<file path="config.mk">
export PLATFORM = sky130hd
export DESIGN_NAME = parity_check_receiver
export DESIGN_NICKNAME = d
export VERILOG_FILES = /design/src/rtl/parity_check_receiver_pkg.sv /design/src/rtl/parity_check_receiver_op_decoder.sv /design/src/rtl/parity_check_receiver.sv
export SDC_FILE = /design/constraint.sdc
export NUM_CORES = 1
export LEC_CHECK = 0
export CORE_MARGIN = 4
export CORE_UTILIZATION = 40
export DETAILED_ROUTE_END_ITERATION = 10
export MAX_ROUTING_LAYER = met4
export PLACE_DENSITY = 0.65
export REMOVE_ABC_BUFFERS = 1
export SLEW_MARGIN = 20
export SYNTH_ARGS = -nofsm -noshare
export SYNTH_HDL_FRONTEND = slang
export SYNTH_HIERARCHICAL = 1
export SYNTH_SLANG_ARGS = --single-unit
</file>
<file path="constraint.sdc">
create_clock -name clock -period 2.3 [get_ports clock]
set_input_delay 0.345 -clock clock [delete_from_list [all_inputs] [get_ports clock]]
set_output_delay 0.345 -clock clock [all_outputs]
set_load 0.05 [all_outputs]
</file>
<file path="src/rtl/parity_check_receiver_pkg.sv">
// Shared ALU constants and types for the parity-checking result receiver.
// Holds the word/opcode/instruction widths and the FIFO entry layout.
package parity_check_receiver_pkg;

    localparam int OP_W    = 3;
    localparam int DATA_W  = 4;
    localparam int INSTR_W = 8;

    typedef struct packed {
        logic [DATA_W-1:0]  data;
        logic [INSTR_W-1:0] instr;
        logic               perr;
    } entry_t;

    // The sender uses odd parity: data plus parity bit must hold an odd number of ones.
    function automatic logic parity_error(input logic [DATA_W-1:0] data, input logic parity);
        return parity != ~(^data);
    endfunction

endpackage

</file>
<file path="src/rtl/parity_check_receiver_op_decoder.sv">
// 3-to-8 one-hot opcode decoder, the inverse of the ALU opcode encoder.
module op_decoder
    import parity_check_receiver_pkg::*;
(
    input  logic [OP_W-1:0]    op,
    output logic [INSTR_W-1:0] instr
);

    always_comb begin
        instr     = '0;
        instr[op] = 1'b1;
    end

endmodule

</file>
<file path="src/rtl/parity_check_receiver.sv">
// Receives ALU result words, checks parity, decodes the opcode and queues
// {data, instr, perr} in a small FIFO; counts parity failures with saturation.
module parity_check_receiver
    import parity_check_receiver_pkg::*;
#(
    parameter int DEPTH = 4,
    parameter int CNT_W = 8
) (
    input  logic                     clock,
    input  logic                     reset,
    input  logic                     in_valid,
    output logic                     in_ready,
    input  logic [DATA_W-1:0]        data_in,
    input  logic                     parity_in,
    input  logic [OP_W-1:0]          op_in,
    output logic                     out_valid,
    input  logic                     out_ready,
    output logic [DATA_W-1:0]        data_out,
    output logic [INSTR_W-1:0]       instr_out,
    output logic                     perr_out,
    output logic [CNT_W-1:0]         err_count,
    output logic [$clog2(DEPTH):0]   fifo_count
);

    localparam int              PTR_W    = $clog2(DEPTH);
    localparam logic [PTR_W:0]  FULL_CNT = (PTR_W + 1)'(DEPTH);
    localparam logic [CNT_W-1:0] ERR_MAX = '1;

    logic [PTR_W-1:0] wr_ptr_q, wr_ptr_d;
    logic [PTR_W-1:0] rd_ptr_q, rd_ptr_d;
    logic [PTR_W:0]   count_q,  count_d;
    logic [CNT_W-1:0] err_q,    err_d;

    entry_t             mem_q [DEPTH];
    entry_t             entry_in;
    entry_t             head;
    logic [INSTR_W-1:0] instr_dec;
    logic               push;
    logic               pop;

    op_decoder u_op_decoder (
        .op    (op_in),
        .instr (instr_dec)
    );

    always_comb begin
        entry_in.data  = data_in;
        entry_in.instr = instr_dec;
        entry_in.perr  = parity_error(data_in, parity_in);
    end

    // A full FIFO refuses new words even when the head is leaving this cycle.
    assign in_ready  = (count_q < FULL_CNT);
    assign out_valid = (count_q != '0);
    assign push      = in_valid && in_ready;
    assign pop       = out_valid && out_ready;

    always_comb begin
        wr_ptr_d = wr_ptr_q;
        rd_ptr_d = rd_ptr_q;
        count_d  = count_q;
        err_d    = err_q;

        if (push) begin
            wr_ptr_d = wr_ptr_q + 1'b1;
        end
        if (pop) begin
            rd_ptr_d = rd_ptr_q + 1'b1;
        end

        case ({push, pop})
            2'b10:   count_d = count_q + 1'b1;
            2'b01:   count_d = count_q - 1'b1;
            default: count_d = count_q;
        endcase

        if (push && entry_in.perr && (err_q != ERR_MAX)) begin
            err_d = err_q + 1'b1;
        end
    end

    always_ff @(posedge clock) begin
        if (reset) begin
            wr_ptr_q <= '0;
            rd_ptr_q <= '0;
            count_q  <= '0;
            err_q    <= '0;
        end else begin
            wr_ptr_q <= wr_ptr_d;
            rd_ptr_q <= rd_ptr_d;
            count_q  <= count_d;
            err_q    <= err_d;
        end
    end

    // Storage is not reset; a stray write during reset is harmless because the pointers restart.
    always_ff @(posedge clock) begin
        if (push) begin
            mem_q[wr_ptr_q] <= entry_in;
        end
    end

    assign head       = mem_q[rd_ptr_q];
    assign data_out   = head.data;
    assign instr_out  = head.instr;
    assign perr_out   = head.perr;
    assign err_count  = err_q;
    assign fifo_count = count_q;

endmodule

</file>
== Word-level counts from Yosys, hierarchy flattened ==
Memories as Yosys holds them, arrays and structs flattened. A register that Yosys moved wholly into a read port is not among the register bits.
Index checks and enable logic that the tools add are counted.

* $add $sub $neg: 5
* Order comparisons: 3
* Eq/ne operators: 4
* Mux-type cells: 7
* Bitwise gates (word level): 1
* Reduce and logical (&&, ||, !) cells: 8

{| class="wikitable"
|+ Operator list
! cell !! count
|-
| $add A8 B1 Y8 const B || 1
|-
| $ne A8 B8 Y1 const B || 1
|-
| $pmux W3 S2 || 1
|-
| $logic_and A1 B1 Y1 || 5
|-
| $add A2 B1 Y2 const B || 2
|-
| $lt A3 B4 Y1 const B || 1
|-
| $mux W2 || 2
|-
| $reduce_xor A4 Y1 || 1
|-
| $add A3 B1 Y3 const B || 1
|-
| $demux W1 S3 || 1
|-
| $ge A3 B1 Y1 const B || 1
|-
| $lt A3 B3 Y1 const B || 1
|-
| $mux W1 || 3
|-
| $reduce_bool A3 Y1 || 1
|-
| $sub A3 B1 Y3 const B || 1
|-
| $eq A2 B1 Y1 const B || 1
|-
| $eq A2 B2 Y1 const B || 1
|-
| $reduce_bool A2 Y1 || 1
|-
| $ne A1 B1 Y1 || 1
|-
| $not A1 Y1 || 1
|}

* Bits in registers: 15
* Memory bits (writable): 52
* Input bits: 12
* Output and inout bits: 26
* Word-level logic and storage cells: 33
* Memories kept: 1

{| class="wikitable"
|+ Memories
! name !! words !! bits a word !! rd ports !! clocked after memory_dff !! wr ports !! RTL line !! source
|-
| mem_q || 4 || 13 || 1 || 1 || 1 || parity_check_receiver.sv:34 || <nowiki>entry_t mem_q [DEPTH];</nowiki>
|}

== Logic depth before layout (Yosys ltp) ==
Gate-level depths: netlist (run 1).

* Depth in word-level cells: 5
* Depth in mapped cells: 9
* Gate-level depth less buffers: 8

== Hierarchy ==
The synthesis (run 1) kept the hierarchy.

{| class="wikitable"
|+ Modules (own cells, without submodules)
! module !! times used !! cells each !! area each (µm²) !! seq. area each (µm²)
|-
| parity_check_receiver || 1 || 171 || 2812.7 || 1901.8
|-
| op_decoder || 1 || 8 || 65.1 || 0.0
|}

== Worst setup path after synthesis (run 1) ==
OpenSTA, ideal clock, no wires.

* Path kind: flip-flop to flip-flop
* Start point: register count_q[2] (netlist: fifo_count[2])
* End point: register count_q[2] (netlist: fifo_count[2])
* Library setup time: 0.071 ns
* Data arrival time: 2.228 ns
* Data required time: 2.229 ns
* Slack: 0.002 ns
* Cell stages (with the launch flop): 10
* Buffers on the path: 1
* Period minus slack after synthesis: 2.298 ns
* Path through: dfxtp_1 > nor2b_1 > buf_4 > clkinv_1 > ha_1 > inv_1 > fa_1 > xor2_1 > or3_1 > a21oi_1

* Word-level cells in the longest chain between the ends: 4
* Elaborated cells on any way between the ends: 10
* Those cells by class: add/sub: 2; order compare: 1; eq/ne: 2; mux: 1; reduce/logical: 4

{| class="wikitable"
|+ RTL lines
! what !! RTL line !! source
|-
| start, declared || parity_check_receiver.sv:31 || <nowiki>logic [PTR_W:0] count_q, count_d;</nowiki>
|-
| start signal, assigned || parity_check_receiver.sv:91 || <nowiki>count_q <= count_d;</nowiki>
|-
| $lt A3 B3 Y1 or $reduce_bool A3 Y1 (tied branches) || parity_check_receiver.sv:53, parity_check_receiver.sv:54 ||
|-
| $logic_and A1 B1 Y1, on equally long branches || parity_check_receiver.sv:55, parity_check_receiver.sv:56 ||
|-
| $eq A2 B1 Y1 or $eq A2 B2 Y1 (tied branches) || parity_check_receiver.sv:71 || <nowiki>case ({push, pop})</nowiki>
|-
| $pmux W3 S2 or $reduce_bool A2 Y1 (tied branches) || -- ||
|}

Several ways; a longest one is shown, not always the timed one.
A chain may end at the register's enable or synchronous reset.

==> metrics.md, run 1 <==
| Metric | Value |
|---|---|
| Die area | `8620 µm²` |
| CP max FO | `9` |
| TritonCTS buffer count | `9` |
| RSZ-0062 raised after global routing | `no` |
| Largest net degree at the start of global routing | `18` |
| Ratio of final minimum period to clock period | `91.6%` |
| Vias in the first global route | `~1,700` |
| Post-synth EDFFs | `between 50 and 60` |
| Initial Utilization | `41.7%` |
| Clock Skew | `~0.009 ns` |
| Ys flop type | `edfxtp_1` |
| Clk sinks | `69` |
| Largest cells by area after synthesis | `edfxtp_1, dfxtp_1, mux4_2, ha_1, mux2_2` |
| First-pass GRT wire length | `between 8000 and 9000 µm` |
| Final Hold Fails | `0` |
| Ports | `38` |
| Core area | `6910 µm²` |
| PostCTS Resize Cnt | `0` |
| Total GRT Usage | `a little over an eighth` |
| Kind of critical path | `primary input to flip-flop` |
| Drc violations | `0` |
| Post-CTS setup buffers | `0` |
| Layout cell share with drive strength beyond 1 | `27.4%` |
| Hpwl dp | `around 3300 µm` |
| Final Cell Area | `3670 µm²` |
| Pins Over Slew Limit | `0` |
| TritonCTS clock tree | `yes` |
| Root Buffer | `clkbuf_8` |
| Commonest cells post-synth | `edfxtp_1, dfxtp_1, mux4_2` |
| Ys async rst share | `0%` |
| Clock transition at path regs | `about 0.070 ns` |
| Pre-CTS WS | `-0.135 ns` |
| Die height | `~93 µm` |
| Critical Path Sink Type | `flip-flop` |
| Remaining global-route overflow | `0` |
| Slew HR | `60.4%` |
| Maxcap violations | `0` |
| DRT Pass-1 Iters | `4` |
| Row cnt | `30` |
| Slowest-stage cell, CP | `clkdlybuf4s50_1` |
| Initial antenna violation count | `0` |
| Synthesized flop and latch total | `just under 70` |
| Peak VDD IR | `0.680 mV` |
| Fin crit period | `2.11 ns` |
| Post-synthesis sequential area ratio | `66.1%` |
| Synth top area share | `54.3%` |
| Count of inserted antenna diode cells | `0` |
| H-tree Lvls | `3` |
| Netlist cell types | `39` |
| Synth warnings | `6` |
| Longest Clk Path Bufs | `2` |
| CP cell instances | `clkdlybuf4s50_1, xnor3_2, xnor2_2, inv_1, nand4_1, mux2_1` |
| Worst setup margin | `0.194 ns` |
| PortBufs | `37` |
| Final net count | `255` |
| Crit path largest cell delay | `0.54 ns` |
| Worst-margin pin slew | `roughly 0.59 ns` |
| Post-Layout Cell Count | `337` |
| Cts hold-fix bufs | `0` |
| Area Overhead vs Synth | `27.6%` |
| DR vias | `1,629` |
| Achievable Freq | `475 MHz` |
| Syn Std Cell Area | `2880 µm²` |
| Mapped Cells | `between 150 and 200` |
| Clock Latency Late Sink | `0.33 ns` |
| Routed Antenna Nets | `0` |
| Post-synth top area cell | `edfxtp_1` |
| Drt wl/cell | `roughly 15 µm` |
| Die Wd | `92.8 µm` |
| Outcome | `finished clean` |
| Pleak | `around 0.0013 µW` |
| Final setup fails | `0` |
| Crit path DAT | `2.33 ns` |
| Crit path launch type | `primary input` |
| Pwr Density | `1180 nW/µm²` |
| Avg Vias per Cell | `around 4.8` |
| Routability cong. | `~0.8` |
| Post-layout power | `approximately 4400 µW` |
| Required @ worst endpoint | `2.52 ns` |
| Hold Path Class | `flip-flop to flip-flop` |
| DRT iter0 DRCs | `47` |
| Count leader, synth | `edfxtp_1` |
| DRT Wirelength | `5010 µm` |
| Synthesized area per cell | `16.1 µm²` |
| Post-DP Area | `3430 µm²` |
| Placed insts | `approximately 320` |
| Layout Utilization | `53.2%` |
[routing by layer]
layer	vias up	GRT usage, %	routed length (µm)
met2	35	19.8	2390
li1	799	-	-
met1	788	16.6	2380
met5	-	-	0
met3	7	3.09	184
met4	0	5.86	51
[report_power, final]
part	internal, µW	total, µW	switching [µW]	leakage [µW]
combinational	600	1600	1000	0.000566
sequential	1520	1590	74.7	0.000623
clock	721	1150	434	0.000118
total	2840	4350	1510	0.00131
[kinds of logic (layout without fill, tap and decap cells)]
kind of cell               after synthesis  count (layout)  share of synthesized area [%]
adders and majority gates                7               7                           3.30
AOI/OAI and AO/OA                       11              11                           2.35
muxes                                   18              18                           12.1
xor gates and xnor gates                 8               8                           3.48
DFF                                     69              69                           66.1
buffers and inverters                   14              76                           2.00
and+or+nand+nor                         52              52                           10.7
[final timing paths]
path                                                 start                          to  slack, ns  cells past startpoint
worst max-delay path                            data_in[1]   err_count[2]$_SDFFE_PP0P_       0.19                      6
worst min-delay path              wr_ptr_q[1]$_SDFFE_PP0P_    wr_ptr_q[1]$_SDFFE_PP0P_       0.51                      2
worst max register to register  fifo_count[2]$_SDFFE_PP0P_  fifo_count[2]$_SDFFE_PP0P_       0.40                      7
worst min register to register    wr_ptr_q[1]$_SDFFE_PP0P_    wr_ptr_q[1]$_SDFFE_PP0P_       0.51                      2
[cells in the final DEF, fill, tap and decap left out, drive strengths merged, types with 2 or more instances in the layout]
master,Yosys,final
inv,7,7
mux4,13,13
nand3,2,2
clkbuf,3,10
nand4,5,5
clkinv,1,4
and2,6,6
edfxtp,52,52
ha,6,6
and3b,3,3
nor4,4,4
nor3b,3,3
xnor2,3,3
buf,3,28
clkdlybuf4s50,0,24
and4,2,2
a21oi,5,5
o31ai,2,2
xor2,4,4
nor2,12,12
bufinv,0,3
nor2b,6,6
nand2,4,4
mux2,5,5
dfxtp,17,17
[worst max-delay path: cells and delay by family]
kind	cells	cell delay [ns]
XOR/XNOR	2	0.85
buffers and inverters	2	0.69
multiplexers	1	0.31
AND/OR/NAND/NOR	1	0.13
[registers in the layout, summed over array words and instances (netlist names), named ones only]
signal      flops
mem_q          52
wr_ptr_q        2
err_count       8
rd_ptr_q        2
fifo_count      3
[layout make-up]
cell class              instances  area (µm²)
clock buffers                  10         128
multi-input cells              96         918
fillers                       599        3230
clock inverters                 6         111
inverters                       8        30.0
flip-flops and latches         69        1900
well taps                      96         120
repair buffers                 52         463
[metrics by stage]
step	setup TNS (ns)	hold WS, ns
final	0	0.512
after global routing	0	0.568
after CTS	0	0.520
after detailed placement	-0.601	0.486
after global placement	-0.593	0.485
after floorplan	-0.0401	0.414
(Power assumes the default switching activity.)
==> run 2: changes to the inputs <==
CTS_CLUSTER_SIZE = 10   (was not set)
==> results of run 2 <==
Final layout, timing and power as in run 1 (identical DEF).
